===== src/rtl/croad_vehicle_detector.sv =====
`timescale 1ns/1ps
// croad_vehicle_detector
//
// Country-road vehicle detector for a highway/country-road traffic light.
// The raw loop sensor is synchronized and debounced; each debounced rising
// edge of vehicle presence is one arrival. While the controller shows GREEN
// to the country road and we are serving, one vehicle departs every
// DEPART_CYCLES cycles. A small FSM turns the queue into a registered
// request (car_on_croad) for the traffic controller.
//
// Optional feature: define CROAD_TIMEOUT_EN to build a starvation counter
// that raises the sticky wait_alarm after MAX_WAIT cycles spent in REQUEST.
// Without the macro no counter is built and wait_alarm is tied low.
//
// Ports:
//   clk           in   system clock, rising edge
//   clear         in   asynchronous active-high reset
//   loop_raw      in   raw asynchronous loop sensor, 1 = vehicle over loop
//   crd_sig       in   [1:0] country-road light: 0 RED, 1 YELLOW, 2 GREEN (3 = RED)
//   car_on_croad  out  registered request, 1 in REQUEST and SERVING
//   queue_count   out  [3:0] registered count of queued vehicles, saturates at 15
//   overflow      out  sticky, arrival seen while the queue was full
//   wait_alarm    out  sticky starvation flag (CROAD_TIMEOUT_EN only)
//   state_dbg     out  [1:0] FSM state for observation: 0 IDLE, 1 REQUEST, 2 SERVING
module croad_vehicle_detector #(
  parameter int DEBOUNCE_CYCLES = 3,
  parameter int DEPART_CYCLES   = 4,
  parameter int MAX_WAIT        = 64
) (
  input  logic       clk,
  input  logic       clear,
  input  logic       loop_raw,
  input  logic [1:0] crd_sig,
  output logic       car_on_croad,
  output logic [3:0] queue_count,
  output logic       overflow,
  output logic       wait_alarm,
  output logic [1:0] state_dbg
);

  localparam int DB_W = (DEBOUNCE_CYCLES > 1) ? $clog2(DEBOUNCE_CYCLES) : 1;
  localparam int DP_W = (DEPART_CYCLES > 1) ? $clog2(DEPART_CYCLES) : 1;
  localparam logic [DB_W-1:0] DB_LAST = DB_W'(DEBOUNCE_CYCLES - 1);
  localparam logic [DP_W-1:0] DP_LAST = DP_W'(DEPART_CYCLES - 1);

  typedef enum logic [1:0] {
    IDLE    = 2'd0,
    REQUEST = 2'd1,
    SERVING = 2'd2
  } state_t;

  state_t          state;
  logic            sync1;
  logic            sync2;
  logic            presence;
  logic [DB_W-1:0] db_cnt;
  logic [DP_W-1:0] dep_timer;

  logic green;
  logic db_flip;
  logic arrival;
  logic dep_tick;
  logic departure;

  // Only GREEN counts as green; YELLOW and the unused code 3 behave like RED.
  assign green     = (crd_sig == 2'd2);
  // Presence flips on the DEBOUNCE_CYCLES-th consecutive disagreeing sample.
  assign db_flip   = (sync2 != presence) && (db_cnt == DB_LAST);
  assign arrival   = db_flip && !presence;
  assign dep_tick  = (state == SERVING) && green && (dep_timer == DP_LAST);
  // A timer tick with an empty queue has nobody to release.
  assign departure = dep_tick && (queue_count != 4'd0);
  assign state_dbg = state;

  // Two-flop synchronizer for the asynchronous loop sensor.
  always_ff @(posedge clk or posedge clear) begin
    if (clear) begin
      sync1 <= 1'b0;
      sync2 <= 1'b0;
    end else begin
      sync1 <= loop_raw;
      sync2 <= sync1;
    end
  end

  // Debounce: any sample agreeing with the current presence restarts the run.
  always_ff @(posedge clk or posedge clear) begin
    if (clear) begin
      presence <= 1'b0;
      db_cnt   <= '0;
    end else if (sync2 != presence) begin
      if (db_cnt == DB_LAST) begin
        presence <= sync2;
        db_cnt   <= '0;
      end else begin
        db_cnt <= db_cnt + 1'b1;
      end
    end else begin
      db_cnt <= '0;
    end
  end

  // Queue counter. A simultaneous arrival and departure cancel out, so the
  // full-queue overflow flag is only raised by an unmatched arrival.
  always_ff @(posedge clk or posedge clear) begin
    if (clear) begin
      queue_count <= 4'd0;
      overflow    <= 1'b0;
    end else if (arrival && !departure) begin
      if (queue_count == 4'd15) begin
        overflow <= 1'b1;
      end else begin
        queue_count <= queue_count + 4'd1;
      end
    end else if (departure && !arrival) begin
      queue_count <= queue_count - 4'd1;
    end
  end

  // Departure timer runs only while serving under GREEN.
  always_ff @(posedge clk or posedge clear) begin
    if (clear) begin
      dep_timer <= '0;
    end else if ((state == SERVING) && green) begin
      dep_timer <= dep_tick ? '0 : dep_timer + 1'b1;
    end else begin
      dep_timer <= '0;
    end
  end

  // Request FSM; car_on_croad is registered alongside the next state.
  always_ff @(posedge clk or posedge clear) begin
    if (clear) begin
      state        <= IDLE;
      car_on_croad <= 1'b0;
    end else begin
      case (state)
        IDLE: begin
          if (queue_count != 4'd0) begin
            state        <= REQUEST;
            car_on_croad <= 1'b1;
          end
        end
        REQUEST: begin
          if (queue_count == 4'd0) begin
            state        <= IDLE;
            car_on_croad <= 1'b0;
          end else if (green) begin
            state <= SERVING;
          end
        end
        SERVING: begin
          if (queue_count == 4'd0) begin
            state        <= IDLE;
            car_on_croad <= 1'b0;
          end else if (!green) begin
            state <= REQUEST;
          end
        end
        default: begin
          state        <= IDLE;
          car_on_croad <= 1'b0;
        end
      endcase
    end
  end

`ifdef CROAD_TIMEOUT_EN
  localparam int WT_W = $clog2(MAX_WAIT + 1);
  localparam logic [WT_W-1:0] WT_MAX  = WT_W'(MAX_WAIT);
  localparam logic [WT_W-1:0] WT_LAST = WT_W'(MAX_WAIT - 1);

  logic [WT_W-1:0] wait_cnt;

  // Counts cycles spent in REQUEST; leaving REQUEST restarts it. The counter
  // parks at MAX_WAIT so it cannot wrap while the alarm is held.
  always_ff @(posedge clk or posedge clear) begin
    if (clear) begin
      wait_cnt   <= '0;
      wait_alarm <= 1'b0;
    end else if (state == REQUEST) begin
      if (wait_cnt != WT_MAX) begin
        wait_cnt <= wait_cnt + 1'b1;
        if (wait_cnt == WT_LAST) begin
          wait_alarm <= 1'b1;
        end
      end
    end else begin
      wait_cnt <= '0;
    end
  end
`else
  assign wait_alarm = 1'b0;
`endif

endmodule


===== config.mk =====
export PLATFORM = sky130hd
export DESIGN_NAME = croad_vehicle_detector
export DESIGN_NICKNAME = d
export VERILOG_FILES = /design/src/rtl/croad_vehicle_detector.sv
export SDC_FILE = /design/constraint.sdc
export NUM_CORES = 1
export LEC_CHECK = 0
export ABC_CLOCK_PERIOD_IN_PS = 4900
export CAP_MARGIN = 25
export CORE_MARGIN = 4
export CORE_UTILIZATION = 27
export CTS_CLUSTER_DIAMETER = 60
export CTS_CLUSTER_SIZE = 25
export DETAILED_ROUTE_END_ITERATION = 10
export PLACE_DENSITY = 0.53
export SLEW_MARGIN = 20
export SYNTH_ARGS = -nofsm -noshare
export SYNTH_HDL_FRONTEND = slang
export SYNTH_SLANG_ARGS = --single-unit

===== constraint.sdc =====
create_clock -name clk -period 4.9 [get_ports clk]
set_input_delay 0.98 -clock clk [delete_from_list [all_inputs] [get_ports clk]]
set_output_delay 0.98 -clock clk [all_outputs]
set_load 0.01 [all_outputs]

==> results of run 1 <==
-- cell families after synthesis --
family | share of synthesized area
AO/OA/AOI/OAI | 0.1030
XOR/XNOR | 0.04243
adder cells (fa/ha/maj) | 0.1303
buffers and inverters | 0.03181
flip-flops | 0.4545
multiplexers | 0.05303
other | 0.004541
AND/OR/NAND/NOR | 0.1803
-- how the worst min path moves through the flow --
stage               slack, ns               to
finish                   0.36  sync2$_DFF_PP0_
global route             0.37  sync2$_DFF_PP0_
CTS                      0.36  sync2$_DFF_PP0_
detailed placement       0.33  sync2$_DFF_PP0_
global placement         0.33  sync2$_DFF_PP0_
floorplan                0.33  sync2$_DFF_PP0_
-- synthesized netlist by cell type --
library cell,n,area share
ha_1,7,0.11
nand4_1,1,0.0076
fa_1,1,0.024
a311oi_1,1,0.011
xor2_1,3,0.032
clkbuf_1,1,0.0045
o311ai_1,1,0.011
o21ai_1,1,0.0061
dfrtp_1,15,0.45
inv_1,4,0.018
nor2_1,2,0.0091
or2_1,1,0.0076
and3b_1,1,0.011
a21oi_1,3,0.018
nor3_1,1,0.0061
and2_1,1,0.0076
a21o_2,1,0.011
conb_1,1,0.0045
a21o_1,1,0.0091
nand2_1,3,0.014
o21bai_1,1,0.0091
o31ai_1,1,0.0091
buf_4,1,0.0091
xnor2_1,1,0.011
or4_1,1,0.0091
o32ai_1,1,0.011
or4_4,1,0.014
nand2_2,1,0.0076
nand2b_1,2,0.015
mux2_1,2,0.027
mux2i_1,1,0.012
nand3b_1,1,0.0091
nor4bb_4,1,0.030
mux2_2,1,0.014
a211oi_1,1,0.0091
nor3b_1,2,0.018
nor4_2,1,0.015
-- critical path: cells and delay by family --
kind	cells	cell delay, ns
muxes	1	0.23
and+or+nand+nor	1	0.19
adders and majority gates	1	0.36
AOI/OAI and AO/OA	3	0.97
buffers and inverters	1	0.40
xor gates and xnor gates	1	0.15
-- report_power, final --
| part | switching (mW) | internal, mW | leakage, nW | total [mW] |
|---|---|---|---|---|
| clock network | 0.0401 | 0.0303 | 0.0177 | 0.0703 |
| logic | 0.114 | 0.145 | 0.245 | 0.260 |
| registers | 0.0624 | 0.167 | 0.189 | 0.229 |
-- area by class of cell --
class                      instances  area, µm²  share of cell area
inverter                           4      15.01             0.01500
clock inverter                     1      5.005            0.005000
tap                               31      38.79             0.03875
clock buffer                       3      22.52             0.02250
multi-input combinational         49      424.2              0.4238
timing repair buffer              12      120.1              0.1200
sequential                        15      375.4              0.3750
-- sequential cells by signal, summed over array words and instances, names as in the netlist --
name	cells
sync2	1
state_dbg	2
sync1	1
car_on_croad	1
queue_count	4
overflow	1
dep_timer	2
db_cnt	2
presence	1
-- cells in the final DEF, fill, tap and decap left out, types with 2 or more instances in the layout --
cell and instances:
dfrtp_1 15, clkdlybuf4s50_1 12, ha_1 7, inv_1 4
a21oi_1 3, nand2_1 3, xor2_1 3, clkbuf_4 3
nand2b_1 2, mux2_1 2, nor3b_1 2, nor2_1 2
-- metrics by stage --
stage,hold slack (ns),instances,util,worst slack (ns)
finish,0.3559,115,0.3538,1.839
global route,0.3736,115,0.3538,1.732
CTS,0.3578,115,0.3538,1.860
detailed placement,0.3347,111,0.3441,1.562
global placement,0.3323,111,0.3441,1.664
floorplan,0.3312,70,-,2.197
-- metal layers --
layer | up-vias | global-route usage
li1 | 272 | -
met1 | 258 | 0.1034
met2 | 12 | 0.1054
met3 | 4 | 0.01776
met4 | 0 | 0.04043
met5 | - | 0
==> metrics.txt, run 1 <==
clk slew on worst S/H paths=roughly 0.090 ns; global-route wire length before repair=2359 µm; CP peak stage delay=0.58 ns; vias in the first global route=554; Clock Skew=about 0.0011 ns; Setup crit end=queue_count[3]$_DFFE_PP0P_; worst r2r src=state_dbg[0]$_DFFE_PP0P_; Post-CTS Resized=0; Hold Vio Cnt, Final=0; root cell of the clock tree=clkbuf_4; number of I/O pins=14; Setup crit start kind=primary input; H-tree depth=1; sequential area share after synthesis=0.4545; Placed Area=between 900 and 1000 µm²; Area Growth Syn to Fin=21.21%; final instance area=1001 µm²; slowest cell on the critical path=o31ai_1; worst hold path type=reg -> reg; TNS Setup=0 ns; DRT antenna net count=0; Power Density=558.7 nW/µm²; DP Wirelength=1087 µm; top layer in use=met4; Worst Path Required=5.11 ns; RSZ-0062 raised after global routing=false; Post-Route WL=1384 µm; worst-margin pin slew=0.6357 ns; DR WL/cell=about 12 µm; Remaining DRCs=0; Post-CTS Setup Bufs=0; Via density=4.748; Synth Cell Area=825.8 µm²; syn avg cell area=11.80 µm²; CP arrival=3.27 ns; post-synthesis instance total=70; Rows=19; buffers added on ports=12; Highest Clock Rate=~0.33 GHz; TritonRoute pass-1 iters=4; Critical Path Source=crd_sig[0]; Synth cell types=37; Die ar.=~4000 µm²; hold buffers post-CTS=0; Inserted Clock Buffers=3; detailed-route via count=546; clock tree from TritonCTS=built; R2R Path End=queue_count[3]$_DFFE_PP0P_; metal3 WL=65 µm; CP endpoint kind=register; DR iter-0 viols=8; DIE WIDTH=63.31 µm; routability cong.=0.7654; FF-to-FF setup slack=2.29 ns; crit path kind=in -> reg; Peak VDD IR=0.2470 mV; Tot GR Track Use=0.07442; Core Area=2829 µm²; CP Cell Sequence=clkdlybuf4s50_1 > nand2b_1 > o31ai_1 > ha_1 > a21o_2 > a21oi_1 > mux2i_1 > xor2_1; crit-path max FO=4; min-delay src=sync1$_DFF_PP0_; slew margin rel.=0.5726; hold-critical path depth=0; pin count of the biggest net entering global routing=16; Nets=98; Sink Count=15; Final Cycle Share=0.6247; layout cells sized above 1=0.1190; fin. max-slew vios=0; yosys warns=0; Total Power=0.5592 mW; number of diodes=0; status=completed; Final setup viols=0; leak pwr=0.4517 nW; initial antenna violation count=0; Congestion Overflow GR=0; Die Span Y=about 63 µm; R2R depth=9; # Max-Cap Violations=0; clk buf depth=2; net count after synthesis=83; Initial Utilization=0.2919; crit path time final=3.061 ns; met2 routed WL=550 µm; #FFs+latches synth=15; DRT met1 WL=between 700 and 800 µm; # fillers=between 200 and 300; clk_lat worst skew=roughly 0.28 ns
(Power assumes the default switching activity.)
==> run 2, diff against run 1 <==
--- a/config.mk
+++ b/config.mk
@@ -5,7 +5,7 @@
 export SDC_FILE = /design/constraint.sdc
 export NUM_CORES = 1
 export LEC_CHECK = 0
-export ABC_CLOCK_PERIOD_IN_PS = 4900
+export ABC_CLOCK_PERIOD_IN_PS = 2980
 export CAP_MARGIN = 25
 export CORE_MARGIN = 4
 export CORE_UTILIZATION = 27
==> constraint.sdc (replaced) <==
create_clock -name clk -period 2.98 [get_ports clk]
set_input_delay 0.596 -clock clk [delete_from_list [all_inputs] [get_ports clk]]
set_output_delay 0.596 -clock clk [all_outputs]
set_load 0.01 [all_outputs]
==> metrics.txt, run 2 (synthesized netlist as in run 1, its figures left out) <==
Highest Clock Rate=0.4196 GHz; Congestion Overflow GR=0 (unchanged); Largest register FFs=4 (unchanged); slew margin rel.=0.6117 (+0.03913); Inserted Clock Buffers=3 (unchanged); metal3 WL=69 µm (+6.2%); R2R depth=9 (unchanged); root cell of the clock tree=clkbuf_4; clock share of power=0.131 (+0.005); number of I/O pins=14 (unchanged); Worst Path Required=3.20 ns (-1.91 ns); Via density=4.724 (-0.50%); CP arrival=2.60 ns (-0.67 ns); commonest cells after routing, fill and taps aside=dfrtp_1, clkdlybuf4s50_1, ha_1; clk_lat worst skew=0.29 ns (about the same); fin. max-slew vios=0 (unchanged); TNS Setup=0 ns (unchanged); Clock Skew=0.0007933 ns (-0.0003252 ns); met2 routed WL=592 µm (+7.6%); DP Wirelength=1123 µm (+3.3%); Peak VDD IR=0.3582 mV (+45%); crit-path max FO=4 (unchanged); Total Power=0.9310 mW (+66%); routability cong.=0.7732 (+1.0%); Hold Vio Cnt, Final=0 (unchanged); hold-critical path depth=0 (unchanged); Final Cycle Share=0.7997; DR iter-0 viols=6 (-2); Post-CTS Setup Bufs=0 (unchanged); Die Span Y=63.31 µm (unchanged); internal power=0.5666 mW (+66%); Area Growth Syn to Fin=22.12%; buffers added on ports=12 (unchanged); clk slew on worst S/H paths=0.10 ns (about the same); clk buf depth=2 (unchanged); layout cells sized above 1=0.1294 (+0.01036); Die ar.=4008 µm² (unchanged); Logic pwr share=0.465 (about the same); Initial Utilization=0.2919 (unchanged); # fillers=289 (+1.0%); Final setup viols=0 (unchanged); detailed-route via count=548 (+0.37%); status=completed; vias in the first global route=595 (+7.4%); P_sw=0.3643 mW (+68%); RSZ-0062 raised after global routing=false; leak pwr=0.4559 nW (+0.93%); initial antenna violation count=0 (unchanged); DRT met1 WL=767 µm (+3.1%); Post-CTS Resized=0 (unchanged); largest register by flop count=queue_count; number of diodes=0 (unchanged); commonest non-fill, non-tap cell in the layout=dfrtp_1; # Max-Cap Violations=0 (unchanged); H-tree depth=1 (unchanged); Tot GR Track Use=0.08290 (+0.008477); CP endpoint kind=register; Post-Route WL=1469 µm (+6.1%); Sink Count=15 (unchanged); top layer in use=met4; Core Area=2829 µm² (unchanged); TritonRoute pass-1 iters=4 (unchanged); Power Density=923.1 nW/µm² (+65%); DR WL/cell=12.66 µm (+5.2%); Flop pwr share=0.404 (-0.006); sw frac=0.3913 (+0.003437); Rows=19 (unchanged); crit path kind=in -> reg; DIE WIDTH=63.31 µm (unchanged); Setup crit start kind=primary input; pin count of the biggest net entering global routing=16 (unchanged); crit path time final=approximately 2.4 ns; DRT antenna net count=0 (unchanged); Remaining DRCs=0 (unchanged); hold buffers post-CTS=0 (unchanged); FF-to-FF setup slack=0.65 ns (-1.64 ns); worst hold path type=reg -> reg; worst-margin pin slew=0.5818 ns (-0.05390 ns); Nets=99 (+1.0%); clock tree from TritonCTS=built; global-route wire length before repair=2628 µm (+11%)
-- run 2: routing by layer --
layer,vias to the layer above,track usage
met5,-,0
met1,254,0.1095
met4,0,0.05660
met3,4,0.01599
li1,278,-
met2,12,0.1212
-- run 2: layout make-up --
cell class / count / area [µm²] / share of cell area
Multi-Input combinational cell: 49 / 424.2 / 0.4206
Sequential cell: 15 / 375.4 / 0.3722
Timing Repair Buffer: 13 / 127.6 / 0.1266
Tap cell: 31 / 38.79 / 0.03846
Clock buffer: 3 / 22.52 / 0.02233
Inverter: 4 / 15.01 / 0.01489
Clock inverter: 1 / 5.005 / 0.004963
-- run 2: final timing paths --
check	from	endpoint
max in group asynchronous	clear	queue_count[2]$_DFFE_PP0P_
max reg2reg	state_dbg[0]$_DFFE_PP0P_	queue_count[3]$_DFFE_PP0P_
min	sync1$_DFF_PP0_	sync2$_DFF_PP0_
max	crd_sig[0]	queue_count[3]$_DFFE_PP0P_
min reg2reg	sync1$_DFF_PP0_	sync2$_DFF_PP0_
min in group asynchronous	clear	sync1$_DFF_PP0_
-- run 2: stage by stage --
step | instances | instance area (µm²) | setup WS (ns) | util | hold slack [ns]
floorplan | 70 | 825.8 | 0.6612 | - | 0.3312
global placement | 112 | 980.9 | 0.3654 | 0.3467 | 0.3345
detailed placement | 112 | 980.9 | 0.2994 | 0.3467 | 0.3347
CTS | 116 | 1008 | 0.6001 | 0.3565 | 0.3578
global route | 116 | 1008 | 0.4381 | 0.3565 | 0.3849
finish | 116 | 1008 | 0.5969 | 0.3565 | 0.3560
-- run 2: power by group through the flow --
stage	sequential (mW)	combinational (mW)	clock, mW
finish	0.376	0.433	0.122
floorplan	0.385	0.264	0
global route	0.394	0.490	0.138
global placement	0.380	0.427	0
CTS	0.378	0.440	0.126
detailed placement	0.382	0.435	0
-- run 2: critical path, stage by stage --
cell             delay (ns)
clkdlybuf4s50_1        0.41
nand2b_1               0.19
o31ai_1                0.34
ha_1                   0.30
a21o_2                 0.21
a21oi_1                0.17
mux2i_1                0.24
xor2_1                 0.16
